===== src/rtl/median_pkg.sv =====
// Shared types and sizes for the 3x3 median merge stage.
// Optional feature macro: MEDIAN_MINMAX_EN (adds window min/max outputs).
package median_pkg;

    localparam int unsigned DSIZE     = 8;
    localparam int unsigned WIN_COLS  = 3;
    localparam int unsigned COL_CNT_W = 2;

    typedef logic [DSIZE-1:0]     sample_t;
    typedef logic [COL_CNT_W-1:0] cnt_t;

    // One pre-sorted column of the window.
    typedef struct packed {
        sample_t hi;
        sample_t mid;
        sample_t lo;
    } col_t;

    localparam cnt_t CNT_ONE  = COL_CNT_W'(1);
    localparam cnt_t CNT_FULL = COL_CNT_W'(WIN_COLS);

    // Unsigned "a >= b" expressed as !(a < b), no width growth.
    function automatic logic ge(input sample_t a, input sample_t b);
        return !(a < b);
    endfunction

endpackage


===== src/rtl/median_3x3_merge_if.sv =====
// Column-in / median-out bus between the column sorter and the pixel stage.
// Optional feature macro: MEDIAN_MINMAX_EN (adds out_min/out_max).
interface median_3x3_merge_if;
    import median_pkg::*;

    logic    in_valid;
    logic    in_sol;
    sample_t in_hi;
    sample_t in_mid;
    sample_t in_lo;

    logic    out_valid;
    sample_t out_median;
`ifdef MEDIAN_MINMAX_EN
    sample_t out_min;
    sample_t out_max;
`endif

    // Upstream side: drives columns, observes results.
    modport master (
        output in_valid, in_sol, in_hi, in_mid, in_lo,
`ifdef MEDIAN_MINMAX_EN
        input  out_min, out_max,
`endif
        input  out_valid, out_median
    );

    // Merge stage side: consumes columns, produces results.
    modport slave (
        input  in_valid, in_sol, in_hi, in_mid, in_lo,
`ifdef MEDIAN_MINMAX_EN
        output out_min, out_max,
`endif
        output out_valid, out_median
    );

endinterface


===== src/rtl/sort3_net.sv =====
// Combinational 3-input sorting network giving max/median/min.
// Optional feature macro: MEDIAN_MINMAX_EN (not used here).
module sort3_net
    import median_pkg::*;
(
    input  sample_t a,
    input  sample_t b,
    input  sample_t c,
    output sample_t mx,
    output sample_t md,
    output sample_t mn
);

    sample_t ab_hi;
    sample_t ab_lo;
    sample_t hi_c_lo;

    // Order a/b, then merge c: med = max(min(a,b), min(max(a,b), c)).
    always_comb begin
        ab_hi   = ge(a, b) ? a : b;
        ab_lo   = ge(a, b) ? b : a;
        mx      = ge(ab_hi, c) ? ab_hi : c;
        mn      = ge(ab_lo, c) ? c : ab_lo;
        hi_c_lo = ge(ab_hi, c) ? c : ab_hi;
        md      = ge(ab_lo, hi_c_lo) ? ab_lo : hi_c_lo;
    end

endmodule


===== src/rtl/median_3x3_merge.sv =====
// 3x3 median from a stream of pre-sorted columns; two-edge result pipeline.
// Optional feature macro: MEDIAN_MINMAX_EN (also registers window min/max).
module median_3x3_merge
    import median_pkg::*;
(
    input  logic               clock,
    input  logic               rst,
    median_3x3_merge_if.slave  bus
);

    col_t    win [WIN_COLS];
    col_t    in_col;
    cnt_t    col_cnt;
    cnt_t    cnt_next;
    logic    full_c;
    logic    v1;
    logic    v2;

    sample_t lo_mx, lo_md, lo_mn;
    sample_t mid_mx, mid_md, mid_mn;
    sample_t hi_mx, hi_md, hi_mn;
    sample_t fin_mx, fin_md, fin_mn;

    sample_t a_r;
    sample_t b_r;
    sample_t c_r;
`ifdef MEDIAN_MINMAX_EN
    sample_t mn_r;
    sample_t mx_r;
`endif

    // Next column count: in_sol restarts at 1, otherwise saturate at full.
    always_comb begin
        cnt_next = col_cnt;
        in_col   = '{hi: bus.in_hi, mid: bus.in_mid, lo: bus.in_lo};
        if (bus.in_sol) begin
            cnt_next = CNT_ONE;
        end else if (col_cnt != CNT_FULL) begin
            cnt_next = col_cnt + CNT_ONE;
        end
        full_c = (cnt_next == CNT_FULL);
    end

    // Window shift register, column count and first valid flag.
    always_ff @(posedge clock) begin
        if (rst) begin
            win[0]  <= '0;
            win[1]  <= '0;
            win[2]  <= '0;
            col_cnt <= '0;
            v1      <= 1'b0;
        end else begin
            v1 <= bus.in_valid && full_c;
            if (bus.in_valid) begin
                win[2]  <= win[1];
                win[1]  <= win[0];
                win[0]  <= in_col;
                col_cnt <= cnt_next;
            end
        end
    end

    sort3_net u_lows (
        .a  (win[0].lo),
        .b  (win[1].lo),
        .c  (win[2].lo),
        .mx (lo_mx),
        .md (lo_md),
        .mn (lo_mn)
    );

    sort3_net u_mids (
        .a  (win[0].mid),
        .b  (win[1].mid),
        .c  (win[2].mid),
        .mx (mid_mx),
        .md (mid_md),
        .mn (mid_mn)
    );

    sort3_net u_highs (
        .a  (win[0].hi),
        .b  (win[1].hi),
        .c  (win[2].hi),
        .mx (hi_mx),
        .md (hi_md),
        .mn (hi_mn)
    );

    // Stage 1: max-of-lows, median-of-mids, min-of-highs.
    always_ff @(posedge clock) begin
        if (rst) begin
            v2  <= 1'b0;
            a_r <= '0;
            b_r <= '0;
            c_r <= '0;
`ifdef MEDIAN_MINMAX_EN
            mn_r <= '0;
            mx_r <= '0;
`endif
        end else begin
            v2 <= v1;
            if (v1) begin
                a_r <= lo_mx;
                b_r <= mid_md;
                c_r <= hi_mn;
`ifdef MEDIAN_MINMAX_EN
                mn_r <= lo_mn;
                mx_r <= hi_mx;
`endif
            end
        end
    end

    sort3_net u_final (
        .a  (a_r),
        .b  (b_r),
        .c  (c_r),
        .mx (fin_mx),
        .md (fin_md),
        .mn (fin_mn)
    );

    // Stage 2: median of the three partial results; data held between pulses.
    always_ff @(posedge clock) begin
        if (rst) begin
            bus.out_valid  <= 1'b0;
            bus.out_median <= '0;
`ifdef MEDIAN_MINMAX_EN
            bus.out_min    <= '0;
            bus.out_max    <= '0;
`endif
        end else begin
            bus.out_valid <= v2;
            if (v2) begin
                bus.out_median <= fin_md;
`ifdef MEDIAN_MINMAX_EN
                bus.out_min    <= mn_r;
                bus.out_max    <= mx_r;
`endif
            end
        end
    end

    // Network outputs not needed by this configuration.
    logic unused_net;
`ifdef MEDIAN_MINMAX_EN
    assign unused_net = ^{lo_md, mid_mx, mid_mn, hi_md, fin_mx, fin_mn};
`else
    assign unused_net = ^{lo_md, lo_mn, mid_mx, mid_mn, hi_mx, hi_md, fin_mx, fin_mn};
`endif

endmodule


===== src/flat_wrapper.sv =====
// flat-port wrapper written by rule: the top's interface ports become plain ports
module median_3x3_merge_flat import median_pkg::*;
  (clock, rst, bus_in_valid, bus_in_sol, bus_in_hi, bus_in_mid, bus_in_lo, bus_out_valid, bus_out_median);
  median_3x3_merge_if bus_i ();
  input  logic clock;
  input  logic rst;
  input wire logic [$bits(bus_i.in_valid)-1:0] bus_in_valid;
  input wire logic [$bits(bus_i.in_sol)-1:0] bus_in_sol;
  input wire logic [$bits(bus_i.in_hi)-1:0] bus_in_hi;
  input wire logic [$bits(bus_i.in_mid)-1:0] bus_in_mid;
  input wire logic [$bits(bus_i.in_lo)-1:0] bus_in_lo;
  output wire logic [$bits(bus_i.out_valid)-1:0] bus_out_valid;
  output wire logic [$bits(bus_i.out_median)-1:0] bus_out_median;
  assign bus_i.in_valid = bus_in_valid;
  assign bus_i.in_sol = bus_in_sol;
  assign bus_i.in_hi = bus_in_hi;
  assign bus_i.in_mid = bus_in_mid;
  assign bus_i.in_lo = bus_in_lo;
  assign bus_out_valid = bus_i.out_valid;
  assign bus_out_median = bus_i.out_median;
  median_3x3_merge u_core (.clock(clock), .rst(rst), .bus(bus_i));
endmodule

===== config.mk =====
export PLATFORM = sky130hd
export DESIGN_NAME = median_3x3_merge_flat
export DESIGN_NICKNAME = d
export VERILOG_FILES = /design/src/rtl/median_pkg.sv /design/src/rtl/median_3x3_merge_if.sv /design/src/rtl/sort3_net.sv /design/src/rtl/median_3x3_merge.sv /design/src/flat_wrapper.sv
export SDC_FILE = /design/constraint.sdc
export NUM_CORES = 1
export LEC_CHECK = 0
export CORE_AREA = 2 2 97 193
export CTS_CLUSTER_SIZE = 8
export DETAILED_ROUTE_END_ITERATION = 7
export DIE_AREA = 0 0 99 195
export PLACE_DENSITY = 0.67
export RECOVER_POWER = 100
export SETUP_SLACK_MARGIN = 0.05
export SYNTH_ARGS = -nofsm -noshare
export SYNTH_HDL_FRONTEND = slang
export SYNTH_SLANG_ARGS = --single-unit

===== constraint.sdc =====
create_clock -name clock -period 4.99 [get_ports clock]
set_input_delay 0.7485 -clock clock [delete_from_list [all_inputs] [get_ports clock]]
set_output_delay 0.7485 -clock clock [all_outputs]
set_load 0.1 [all_outputs]

# After elaboration in Yosys (flattened, before gate mapping)
# Memory sizes are Yosys's and may differ from the RTL's.
# Index checks and enable logic that the tools add are counted.
# classes
addsub,1
multipliers,0
n_div,0
order_cmp,10
n_eq_ne,2
shifts,0
muxes,22
bitwise_logic,3
reduce_logical,1
# ops
op,count
2-to-1 mux 8 bit,12
< comparator 8 bit,10
2-to-1 mux 24 bit,3
2-to-1 mux 1 bit,5
2-to-1 mux 2 bit,2
bitwise OR 1 bit,3
adder 2 x 1 -> 2 bit (second input constant),1
equality test 2 bit (second input constant),1
inequality test 2 bit (second input constant),1
logical AND 1 bit,1
# totals
register_bits,37
latch_bits,0
ram_bits,72
romBits,0
in_bits,28
output_inout_bits,9
wordCells,48
n_memories,1
# mem_list
name,words,width,rd,rd_ports_with_merged_regs,write_ports,line_no,rtl
u_core.win,3,24,3,0,3,median_3x3_merge.sv:11,col_t win [WIN_COLS];

# Longest topological paths before layout
# logic_depth
word_depth,6
ltp_mapped,25
depth_no_buf,22

# Hierarchy
# Synthesis repeated with hierarchy kept, for this count alone.
# hier_totals
hier_cells,992
hier_area_um2,9654.3
# modules_own_cells
module,instances,cells_each,area_each_um2,seq_area_each_um2
median_3x3_merge,1,271,3996.3,2902.8
sort3_net (u_core.u_final ...),2,182,1397.6,0.0
sort3_net (u_core.u_mids),1,179,1438.9,0.0
sort3_net (u_core.u_lows),1,178,1423.9,0.0

# Worst setup path after synthesis
# Ideal clock, no wire load.
# synth_timing
path_kind,reg2reg
startpoint,reg u_core.b_r[7]
endpoint,reg u_core.bus.out_median[1]
setup_ns,0.083
arrival_time_ns,4.454
required_ns,4.907
setup_slack_ns,0.453
path_stages_with_launch,23
path_buffers,2
synth_period_minus_slack_ns,4.537
path_cell_list,dfxtp_1 > inv_1 > ha_1 > and4_1 > o21ai_1 > o21ai_1 > clkbuf_1 > o21ai_0 > ha_1 > a211o_1 > or2_2 > o41ai_4 > buf_4 > nor2_1 > a21oi_1 > ha_1 > a21oi_1 > nor2b_1 > o21ai_0 > o211ai_1 > a21oi_4 > nand2_2 > o221ai_1
# synth_via
elab_chain_len,6
elab_cells_between_ends,7
classes_between,order compare (3); mux (4)
# synth_rtl
item,line_no,rtl
"start, declared",median_3x3_merge.sv:25,sample_t b_r;
"start signal, assigned",median_3x3_merge.sv:105,b_r <= mid_md;
< comparator 8 bit,median_pkg.sv:24,return !(a < b);
2-to-1 mux 8 bit,sort3_net.sv:20,"ab_hi = ge(a, b) ? a : b;"
< comparator 8 bit,median_pkg.sv:24,
2-to-1 mux 8 bit,sort3_net.sv:24,"hi_c_lo = ge(ab_hi, c) ? c : ab_hi;"
< comparator 8 bit,median_pkg.sv:24,
2-to-1 mux 8 bit *,sort3_net.sv:25,"md = ge(ab_lo, hi_c_lo) ? ab_lo : hi_c_lo;"
"end signal, assigned",median_3x3_merge.sv:136,bus.out_median <= fin_md;
"end, declared",median_3x3_merge_if.sv:34,"output out_valid, out_median"
# Every way passes the cells marked *; elsewhere a longest branch is shown, timed or not.
# A chain may end at the register's enable or synchronous reset.

# Worst setup path in the final report
# layout_timing
startpoint,reg u_core.b_r[1]
endpoint,reg u_core.bus.out_median[6]
# Same word-level chain as after synthesis.

==> impl_metrics.tcl <==
set metrics [dict create \
    slew_headroom -0.925 \
    slowest_delay_ns 0.44 \
    cts_root_buffer "clkbuf_16" \
    clkSinkCount 109 \
    post-route-drc-count 0 \
    slowest_stage "a2111oi_4" \
    dr.first_iter.drc_count 170 \
    leakage_nw 3.39 \
    yosys.cell_types.count 61 \
    worst_ep_arrival_time_ns 4.97 \
    hold_violations 0 \
    ios 37 \
    die_y_microns 195 \
    fin_skew_ns 0.00769 \
    finalSetupTns_ns 0 \
    path_clk_slew_ns 0.07 \
    core_area_sq_mm 0.0177 \
    ys.flop_type "edfxtp_1" \
    synth.avg_cell_area_sq_um 9.99 \
    fin_ws_ns 0.265 \
    grt_pass1_vias 5206 \
    setup_viol 0 \
    max-cap-violations 1 \
    synth_seq_cells 109 \
    rows 69 \
    power_density_mw_per_mm2 296 \
    cp.buffers_inverters 5 \
    cp_top_family "compound AO/OA/AOI/OAI gates" \
    design_area_sq_mm 0.00835 \
    hpwlAfterDp_microns 11500 \
    wirelength_microns 15300 \
    cts_hold_buf 0 \
    placed_area_sq_mm 0.00782 \
    seq_area_sq_mm 0.00290 \
    cts_buffers 9 \
    nFillCells 1630 \
    vias_per_cell 5.35 \
    fin_crit_ns 4.72 \
    final_util 0.472 \
    synthesis.nets 801 \
    grt_usage 0.159 \
    status "complete, but fails checks" \
    area_growth_pct 18.9 \
    n_antenna_cell 0 \
    grt_first_pass_wirelength_microns 24800 \
    die_w_microns 99 \
    crit_path_end_kind "register" \
    failed_checks "max-capacitance violations, max-slew violations" \
    crit_type "reg2reg" \
    min_path_type "reg2reg" \
    cts_tree "yes" \
    tightestPinTransition_ns 2.88 \
    overflow 0 \
    async_reset_ff_frac 0 \
    netlist_area_sq_mm 0.00702 \
    start_kind "register" \
    rsz0062_at_grt "no" \
    initial_core_util 0.397 \
    synth_warnings 0 \
    fmax_mhz 212 \
    drive_gt1_frac 0.169 \
    clockBufferDepth 2 \
    path_common_cell "buf_4" \
    htreeDepth 3 \
    ys_seq_area_frac 0.413 \
    finalWeightedCongestion 0.918 \
    crit_fanout 8 \
    multiInputGateArea_sq_mm 0.00384 \
    ant_nets 0 \
    port_buffers 36 \
    dieArea_sq_mm 0.0193 \
    ir_drop_mv 0.158 \
    required_ns 5.24 \
    antenna_found_initial 0 \
    crit_chain "inv_1 -> ha_1 -> a2111oi_4 -> o21ai_4 -> buf_4 -> nand2_1 -> o21ai_1 -> ha_2 -> a211o_1 -> or2_2 -> o41ai_4 -> buf_6 -> buf_4 -> nor2_1 -> a21oi_1 -> ha_1 -> nand4_1 -> o211ai_1 -> a21oi_4 -> buf_4 -> o32a_1 -> o21ai_1" \
    r2r_setup_slack_ns 0.27 \
    dp_slack_ns -0.0904 \
    syn_inst 703 \
    grt_max_degree 58 \
    final_nets 880 \
    firstDrtPassIters 5 \
    timing.final.crit_share 0.947 \
    num_vias 5353 \
    wire_per_inst_microns 15.3 \
    clk_latency_ns 0.37 \
    synth_edf_count 72 \
    final_max_slew_viol_count 58 \
]
==> cells in the mapped netlist (all sizes together), types with 2 or more instances <==
master | n | area [sq um]
a2111o | 3 | 33.8
a2111oi | 7 | 105
a211o | 4 | 35.0
a211oi | 4 | 35.0
a21o | 11 | 82.6
a21oi | 38 | 201
a22o | 3 | 26.3
a311oi | 2 | 17.5
a31oi | 3 | 18.8
and2 | 75 | 469
and4 | 2 | 17.5
buf | 5 | 35.0
clkbuf | 21 | 78.8
dfxtp | 37 | 741
edfxtp | 72 | 2160
ha | 70 | 876
inv | 72 | 270
mux2 | 33 | 372
mux2i | 13 | 130
nand2 | 44 | 168
nand2b | 5 | 33.8
nand3 | 11 | 55.1
nand4 | 12 | 75.1
nor2 | 36 | 135
nor2b | 7 | 43.8
nor3 | 8 | 40.0
o211a | 5 | 50.1
o211ai | 3 | 22.5
o21a | 8 | 60.1
o21ai | 42 | 221
o221ai | 5 | 43.8
o311ai | 12 | 105
o31ai | 2 | 15.0
o32a | 3 | 30.0
or2 | 3 | 18.8
or3 | 5 | 31.3
or3b | 5 | 43.8
==> sequential cells by signal, summed over array words and instances (netlist names) <==
register	flops
u_core.a_r	8
u_core.b_r	8
u_core.bus.out_median	8
u_core.bus.out_valid	1
u_core.c_r	8
u_core.col_cnt	2
u_core.v1	1
u_core.v2	1
u_core.win	72
==> repair_timing <==
item / in CTS / in global routing
gates cloned: 0 / 3
setup endpoints to repair: 12 / 16
setup buffers: 0 / 18
gates resized for setup: 2 / 27
hold endpoints to repair: 0 / 0
pin swaps: 0 / 7
==> through the flow <==
step                total power (W)  instances  hold WS (ns)
floorplan                   0.00153        703         0.449
global placement            0.00167        963         0.482
detailed placement          0.00168        963         0.478
CTS                         0.00242        979         0.495
global route                0.00260       1000         0.539
finish                      0.00247       1000         0.500
==> metal layers <==
layer  vias up  track usage  wire, microns
met5         -            0              0
met4         0       0.0842            651
met3        38       0.0265            392
met2        90        0.293           8310
met1      2511        0.170           5910
li1       2714            -              -
==> cell families after synthesis <==
logic type      synth area share
simple gates               0.164
compound gates             0.172
flops                      0.413
buf+inv                   0.0547
fa+ha+maj                  0.125
mux                       0.0714
==> power breakdown <==
| part | internal [W] | switching (W) | leakage, nW | total [W] |
|---|---|---|---|---|
| Clock | 0.000390 | 0.000346 | 0.136 | 0.000736 |
| Sequential | 0.00101 | 0.0000292 | 1.09 | 0.00104 |
| Combinational | 0.000328 | 0.000366 | 2.17 | 0.000694 |
==> path summary, 6_finish.rpt <==
check                              startpoint                  endpoint  cells after the start
worst max-delay path            u_core.b_r[1]  u_core.bus.out_median[6]                     22
worst min register to register  u_core.c_r[0]             u_core.c_r[0]                      1
worst max register to register  u_core.b_r[1]  u_core.bus.out_median[6]                     22
worst min-delay path            u_core.c_r[0]             u_core.c_r[0]                      1
==> layout by cell type, fill, tap and decap left out, drive strengths merged, types with 26 or more instances in the layout <==
cell type | synthesis | final
and2 | 75 | 75
nor2 | 36 | 36
edfxtp | 72 | 72
o21ai | 42 | 43
nand2 | 44 | 44
clkdlybuf4s50 | 0 | 26
dfxtp | 37 | 37
buf | 5 | 52
ha | 70 | 70
mux2 | 33 | 33
inv | 72 | 73
a21oi | 38 | 38
==> cell type report <==
class | instances | area share
multi-input combinational | 497 | 0.460
clock inverter | 7 | 0.00884
clock buffer | 9 | 0.0270
inverter | 72 | 0.0324
sequential | 109 | 0.348
timing repair buffer | 93 | 0.0926
tap | 213 | 0.0319
No activity file was read; power rests on OpenSTA's default activity.
